### src/rtl/gradient_pkg.sv
// Shared types and width helper for the multi-channel gradient weighter.
// The mode encoding matches the external mode pin: 0 smooths, 1 differences.
package gradient_pkg;

  typedef enum logic {
    GW_SMOOTH = 1'b0,
    GW_DIFF   = 1'b1
  } gw_mode_t;

  typedef enum logic [1:0] {
    IDLE,
    PHASE1,
    PHASE2,
    DONE
  } gw_state_t;

  // Result width: two guard bits cover the x4 worst-case gain of [1 2 1].
  function automatic int gw_out_width(input int bits);
    return bits + 2;
  endfunction

endpackage

### src/rtl/gradient_weight_seq_addsub_2.sv
// Combinational signed adder/subtractor shared by every channel and phase.
module addsub_2 #(
  parameter int BITS = 10
) (
  input  logic signed [BITS-1:0] a,
  input  logic signed [BITS-1:0] b,
  input  logic                   sub,
  output logic signed [BITS-1:0] sum
);

  assign sum = sub ? (a - b) : (a + b);

endmodule

### src/rtl/gradient_weight_seq.sv
// Multi-channel 3-tap gradient weighter: one shared add/sub unit, two cycles
// per channel, valid/ready handshake on both sides.
module gradient_weight_seq
  import gradient_pkg::*;
#(
  parameter int BITS     = 8,
  parameter int CHANNELS = 3
) (
  input  logic                                                clk,
  input  logic                                                n_rst,
  input  logic                                                mode,
  input  logic                                                in_valid,
  output logic                                                in_ready,
  input  logic signed [CHANNELS-1:0][2:0][BITS-1:0]           in_pixels,
  output logic                                                out_valid,
  input  logic                                                out_ready,
  output logic signed [CHANNELS-1:0][gw_out_width(BITS)-1:0]  out_pixels,
  output logic                                                busy
);

  localparam int            OW      = gw_out_width(BITS);
  localparam int            CW      = (CHANNELS > 1) ? $clog2(CHANNELS) : 1;
  localparam logic [CW-1:0] LAST_CH = CW'(CHANNELS - 1);

  gw_state_t state, state_next;
  gw_mode_t  mode_q;

  logic [CHANNELS-1:0][2:0][BITS-1:0] pix_q;
  logic [CW-1:0]                      ch;
  logic signed [OW-1:0]               temp;
  logic signed [OW-1:0]               p0_x, p1_x, p2_x;
  logic signed [OW-1:0]               op_a, op_b, sum;
  logic                               op_sub;
  logic                               accept;

  assign accept = (state == IDLE) && in_valid;

  // State register
  always_ff @(posedge clk) begin
    // NOTE: sequential state uses non-blocking assignments so every flop samples pre-edge values.
    if (!n_rst) state <= IDLE;
    else        state <= state_next;
  end

  // Next-state logic
  always_comb begin
    // NOTE: default first so no path through the case leaves state_next unassigned (no latch).
    state_next = state;
    case (state)
      IDLE:    if (in_valid)  state_next = PHASE1;
      PHASE1:                 state_next = PHASE2;
      PHASE2:  state_next = (ch == LAST_CH) ? DONE : PHASE1;
      DONE:    if (out_ready) state_next = IDLE;
      default:                state_next = IDLE;
    endcase
  end

  // Outputs decoded from state only
  always_comb begin
    in_ready  = (state == IDLE);
    out_valid = (state == DONE);
    busy      = (state != IDLE);
  end

  // NOTE: captured operands need no reset; they are only read after an accept has loaded them.
  always_ff @(posedge clk) begin
    if (accept) begin
      pix_q  <= in_pixels;
      mode_q <= gw_mode_t'(mode);
    end
  end

  assign p0_x = {{2{pix_q[ch][0][BITS-1]}}, pix_q[ch][0]};
  assign p1_x = {{2{pix_q[ch][1][BITS-1]}}, pix_q[ch][1]};
  assign p2_x = {{2{pix_q[ch][2][BITS-1]}}, pix_q[ch][2]};

  // PHASE1 forms the partial term, PHASE2 folds in the last tap (or zero for DIFF).
  always_comb begin
    op_a   = '0;
    op_b   = '0;
    op_sub = 1'b0;
    case (state)
      PHASE1: begin
        if (mode_q == GW_DIFF) begin
          op_a   = p2_x;
          op_b   = p0_x;
          op_sub = 1'b1;
        end else begin
          op_a = p0_x;
          op_b = p1_x <<< 1;
        end
      end
      PHASE2: begin
        op_a = temp;
        op_b = (mode_q == GW_SMOOTH) ? p2_x : '0;
      end
      default: ;
    endcase
  end

  addsub_2 #(.BITS(OW)) u_addsub (
    .a   (op_a),
    .b   (op_b),
    .sub (op_sub),
    .sum (sum)
  );

  always_ff @(posedge clk) begin
    if (!n_rst) begin
      ch         <= '0;
      temp       <= '0;
      out_pixels <= '0;
    end else begin
      case (state)
        IDLE:   if (in_valid) ch <= '0;
        PHASE1: temp <= sum;
        PHASE2: begin
          out_pixels[ch] <= sum;
          if (ch != LAST_CH) ch <= ch + CW'(1);
        end
        default: ;
      endcase
    end
  end

endmodule

### config.mk
export PLATFORM = sky130hd
export DESIGN_NAME = gradient_weight_seq
export DESIGN_NICKNAME = d
export VERILOG_FILES = /design/src/rtl/gradient_pkg.sv /design/src/rtl/gradient_weight_seq_addsub_2.sv /design/src/rtl/gradient_weight_seq.sv
export SDC_FILE = /design/constraint.sdc
export NUM_CORES = 1
export LEC_CHECK = 0
export BUFFER_PORTS_ARGS = -buffer_cell sky130_fd_sc_hd__buf_4
export CORE_ASPECT_RATIO = 2
export CORE_UTILIZATION = 46
export DETAILED_ROUTE_END_ITERATION = 6
export GPL_TIMING_DRIVEN = 1
export PLACE_DENSITY = 0.68
export SLEW_MARGIN = 15
export SYNTH_ARGS = -nofsm -noshare
export SYNTH_HDL_FRONTEND = slang
export SYNTH_SLANG_ARGS = --single-unit
### constraint.sdc
create_clock -name clk -period 11.75 [get_ports clk]
set_input_delay 0 -clock clk [delete_from_list [all_inputs] [get_ports clk]]
set_output_delay 0 -clock clk [all_outputs]
set_load 0.05 [all_outputs]
# After elaboration in Yosys (flattened, before gate mapping)
# Index checks and enable logic that the tools add are counted.
[word_totals]
regBits = 117
inputBits = 77
[classes]
n_reduce_logical = 7
order_cmp = 2
eq_ne = 8
muxes = 20
addsub = 3
[ops]
columns = ["cell", "count"]
rows = [
  ["$mux 10", 5],
  ["$bmux 24 s2", 1],
  ["$pmux 10 s2", 2],
  ["$bwmux 30", 1],
  ["$mux 24", 1],
  ["$demux 10 s2", 1],
  ["$add 10x10->10", 1],
  ["$mux 2", 5],
  ["$sub 10x10->10", 1],
  ["$pmux 2 s4", 1],
  ["$eq 2x2->1 const B", 3],
  ["$ne 2x2->1 const B", 3],
  ["$pmux 2 s2", 1],
  ["$reduce_bool 2->1", 2],
  ["$lt 2x3->1 const B", 1],
  ["$reduce_and 3->1", 1],
  ["$add 2x1->2 const B", 1],
  ["$eq 2x1->1 const B", 1],
  ["$ge 2x1->1 const B", 1],
  ["$logic_and 1x1->1", 2],
  ["$logic_not 2->1", 1],
  ["$mux 1", 2],
  ["$ne 2x1->1 const B", 1],
  ["$reduce_and 2->1", 1],
]

# Depth between registers and ports, before layout
[logic_depth]
ltp_word = 7
mapped_depth = 20
ltp_nobuf = 18

# Modules after synthesis
# From an unflattened synthesis, not the netlist that was laid out.
[unflattened]
hier_cells = 480
area_unflattened_um2 = 5330.1
[by_module_without_submodules]
columns = ["mod", "cells_each", "instances", "area_each_um2"]
rows = [
  ["gradient_weight_seq", 398, 1, 4745.8],
  ["addsub_2", 82, 1, 584.3],
]

# Worst setup path before layout
# No wires, ideal clock.
[synth_path]
path_kind = "flip-flop to flip-flop"
start = "register state[1]"
end = "register out_pixels[18] (netlist name)"
path_slack_ns = 8.005
required_time_ns = 11.607
setup_ns = 0.143
arrival_ns = 3.603
path_stages_with_launch = 19
cell_sequence = "dfxtp_1 > inv_1 > ha_1 > buf_2 > nor2b_1 > and2_1 > clkbuf_1 > nor2b_1 > nor3_1 > ha_1 > a21oi_1 > fa_1 > a21o_1 > a21oi_1 > o21bai_1 > a21oi_1 > o21bai_1 > a21oi_1 > o221ai_1"
[synth_via]
elab_chain_len = 5
word_cells_on_any_way = 9
[synth_lines]
columns = ["element", "line_no", "text"]
rows = [
  ["start: declaration", "gradient_weight_seq.sv:25", "gw_state_t state, state_next;"],
  ["start signal: assignment", "gradient_weight_seq.sv:42", "else state <= state_next;"],
  ["$eq 2x2->1 / $eq 2x1->1 (equally long branches)", "gradient_weight_seq.sv:82, gradient_weight_seq.sv:114", ""],
  ["$pmux 10 s2", "gradient_weight_seq.sv:82", "case (state)"],
  ["$add 10x10->10 / $sub 10x10->10 (equally long branches)", "gradient_weight_seq_addsub_2.sv:11", "assign sum = sub ? (a - b) : (a + b);"],
  ["$mux 10", "gradient_weight_seq_addsub_2.sv:11", ""],
  ["$bwmux 30", "gradient_weight_seq.sv:118", "out_pixels[ch] <= sum;"],
  ["end signal: indexed assignment", "gradient_weight_seq.sv:118", ""],
  ["end: declaration", "gradient_weight_seq.sv:17", "output logic signed [CHANNELS-1:0][gw_out_width(BITS)-1:0] out_pixels,"],
]
# Several ways; a longest one is shown, not always the timed one.
# A chain may end at the register's enable or synchronous reset.

# Worst setup path in the final report
[layout_path]
start = "register ch[0]"
end = "register temp[8]"
[layout_via]
elab_chain_len = 6
word_cells_on_any_way = 10
[layout_lines]
columns = ["element", "line_no", "text"]
rows = [
  ["start: declaration", "gradient_weight_seq.sv:29", "logic [CW-1:0] ch;"],
  ["start signal: assignment", "gradient_weight_seq.sv:119", "if (ch != LAST_CH) ch <= ch + CW'(1);"],
  ["$bmux 24 s2 *", "gradient_weight_seq.sv:73, gradient_weight_seq.sv:74, gradient_weight_seq.sv:75", ""],
  ["$mux 24 (implied by the code) *", "gradient_weight_seq.sv:75", "assign p2_x = {{2{pix_q[ch][2][BITS-1]}}, pix_q[ch][2]};"],
  ["$mux 10, on equally long branches", "gradient_weight_seq.sv:84, gradient_weight_seq.sv:95", ""],
  ["$pmux 10 s2", "gradient_weight_seq.sv:82", ""],
  ["$add 10x10->10 / $sub 10x10->10 (equally long branches)", "gradient_weight_seq_addsub_2.sv:11", ""],
  ["$mux 10 *", "gradient_weight_seq_addsub_2.sv:11", ""],
  ["end signal: assignment", "gradient_weight_seq.sv:116", "PHASE1: temp <= sum;"],
  ["end: declaration", "gradient_weight_seq.sv:30", "logic signed [OW-1:0] temp;"],
]
# Mark *: on every way between the ends. The rest lies on a longest branch, timed or not. The select of a mux whose other input is x is not followed.

==> run_results.csv <==
group,metric,value,unit
timing,fin_setup_tns,0,ns
timing,whs,0.0651,ns
global_route,grt_overflow,0,
timing,fmax,216,MHz
finish,insertedDiodeCount,0,
setup_path,rr_worst_depth,17,
finish,instances_no_fill,839,
yosys,yosysSeqAreaShare,0.547,
yosys,synthArstFlopShare,0,
drt,num_vias,4435,
drt,dr.pass1.iters,4,
die,die-area,12700,um2
finish,utilization,0.666,
yosys,synth_area,5620,um2
setup_path,worst-setup-path-type,"reg2reg",
yosys,synth_compound_area_frac,0.144,
clock_network,cts_root_buf,"clkbuf_16",
yosys,synth_top_family_by_area,"simple AND/OR/NAND/NOR gates",
finish,layout.nets,777,
yosys,synth_area_leader_cell,"edfxtp_1",
yosys,synth_edf_count,73,
timing,maxSlewHeadroom,0.398,
yosys,synthAdderAreaFrac,0.0436,
timing,rsz0062_at_grt,"false",
timing,finalMaxSlewViolations,0,
drt,vias_per_cell,5.29,
timing,finalCritPeriodShare,0.394,
placed_design,placedInstanceArea,6520,um2
flow_run,max_cap_violations,0,
drt,final_antenna_net_count,0,
drt,wl,13500,um
drt,drc_errors,0,
clock_network,clk_latency,0.41,ns
yosys,synthFlopType,"edfxtp_1",
yosys,synthCells,504,
pwr,total_power,1.73,mW
yosys,yosysMostFrequentCell,"edfxtp_1",
global_route,grt_pass1_vias,4484,
clock_network,clock_tree.buffer_depth,2,
pwr,ir_drop,0.139,mV
worst_hold_path,hold_path_depth,3,
yosys,synth_xor_area_frac,0.0187,
worst_hold_path,min_path_type,"in2reg",
setup_path,critPathSlowestCell,"nor2b_1",
pwr,p_per_area,219,nW/um2
die,core,11800,um2
setup_path,worst_setup_path_start_kind,"flip-flop",
yosys,synth_top_area_frac,0.390,
yosys,yosysUniqueCellTypes,54,
setup_path,path_common_cell,"a21oi_1",
clock_network,cts-resized-gates,0,
yosys,synth_top_cells_by_count,"73 x edfxtp_1, 67 x nand2_1, 44 x dfxtp_1",
timing,period_minus_slack,4.63,ns
die,ios,110,
yosys,synthMuxAreaShare,0.0641,
setup_path,cp_max_fo,36,
drt,wl_per_cell,16.1,um
clock_network,clk_pin_slew_worst_paths,0.06,ns
finish,final_area,7880,um2
setup_path,crit_path_cell_trace,"buf_4 -> nor2b_1 -> a22oi_1 -> o22ai_1 -> nand2_1 -> ha_1 -> nor2_1 -> xor2_1 -> ha_1 -> a21o_1 -> a21oi_1 -> o21bai_1 -> a21oi_1 -> o21bai_1 -> a21oi_1 -> nand4_1 -> o211ai_1",
placed_design,gp_congestion,0.852,
setup_path,worstPathArrival,4.95,ns
die,rows,56,
global_route,antenna_found_initial,0,
clock_network,cts_sinks,117,
yosys,synth_nets,600,
yosys,ys_ff_latch,117,
timing,fin_skew,0.00847,ns
yosys,avgSynthCellArea,11.2,um2
timing,tightest_slew,0.902,ns
setup_path,cp.required,12.08,ns
timing,setup_violations,0,
placed_design,place_ws,7.16,ns
die,fp.dieH,158,um
outcome,status,"completed",
die,die_width,80.2,um
clock_network,cts_tree,"done",
placed_design,post-place-cells,734,
timing,fin_ws,7.12,ns
clock_network,cts_max_level,4,
yosys,synth-simple-area-share,0.147,
drt,first_iter_violations,218,
yosys,synth_area_leaders,"edfxtp_1 39%, dfxtp_1 16%, nand2_1 4.5%, mux2i_1 4.3%, ha_1 4.0%",
placed_design,port-buffer-count,109,
finish,syn_to_final_growth,40.2,%
placed_design,dp_hpwl,9040,um
finish,drive_above_1_share,0.231,
setup_path,cpPeakStageDelay,0.76,ns
timing,hold_viol_final,0,
global_route,grt_usage,0.226,
global_route,grt_pass1_wl,21300,um
yosys,ys_warn_count,0,
setup_path,cp-end-kind,"flip-flop",
die,start_util,0.475,
clock_network,numCtsBuffers,17,
pwr,power.leakage,3.16,nW
global_route,grt_max_degree,74,
worst max-delay path, delay by kind of cell (launching register included):
| family | cells | cell delay, ns |
|---|---|---|
| buf+inv | 1 | 0.26 |
| xor+xnor | 1 | 0.17 |
| flops | 1 | 0.31 |
| fa+ha+maj | 2 | 0.53 |
| simple gates | 4 | 1.20 |
| compound gates | 9 | 2.05 |
state kept, by name, indices dropped and copies added (netlist names):
register,count
state,2
temp,10
pix_q,72
out_pixels,30
mode_q,1
ch,2
power by group:
part,switching [mW],total [mW],internal [mW],leakage (nW)
sequential,0.0269,0.541,0.514,1.05
clock,0.190,0.546,0.356,0.302
combinational,0.401,0.639,0.237,1.81
total,0.619,1.73,1.11,3.16
timing repair:
action	CTS	global route
setup buffers	0	0
hold buffers	73	0
endpoints found under the hold margin	73	0
area by class of cell:
class                           instances  area (um2)
Timing Repair Buffer                  187        1590
Clock buffer                           17         425
Multi-Input combinational cell        341        2350
Clock inverter                         15         201
Inverter                               17        63.8
Tap cell                              145         181
Fill cell                             883        3960
Sequential cell                       117        3070
cell usage in the layout, fill, tap and decap left out, drive strengths merged, types with 5 or more instances in the layout:
cell type / instances
a21boi: 10
a21oi: 16
a22oi: 13
and2: 25
buf: 114
clkbuf: 17
clkinv: 7
dfxtp: 44
dlygate4sd3: 73
edfxtp: 73
ha: 18
inv: 19
mux2: 10
mux2i: 24
nand2: 67
nand3: 14
nand3b: 9
nand4: 6
nor2: 9
nor2b: 16
o211a: 9
o21ai: 35
xnor2: 7
xor2: 5
metal layers:
layer / GRT usage / share of wire / wire length, um
met1: 0.219 / 0.36 / 4810
met2: 0.432 / 0.57 / 7780
met3: 0.0487 / 0.034 / 456
met4: 0.122 / 0.037 / 497
met5: 0 / 0 / 0
cells by family (layout without fill, tap and decap cells):
group,after synthesis,count (layout)
buf+inv,46,236
xor+xnor,12,12
mux,34,34
fa+ha+maj,19,19
compound gates,115,115
simple gates,161,161
flops,117,117
path summary, 6_finish.rpt:
kind | start | to | slack [ns]
setup / recovery | ch[0] | temp[8] | 7.12
hold / removal | n_rst | state[1] | 0.07
setup reg to reg | ch[0] | temp[8] | 7.12
hold reg to reg | out_pixels[7] | out_pixels[7] | 0.47
No activity file was read; power rests on OpenSTA's default activity.
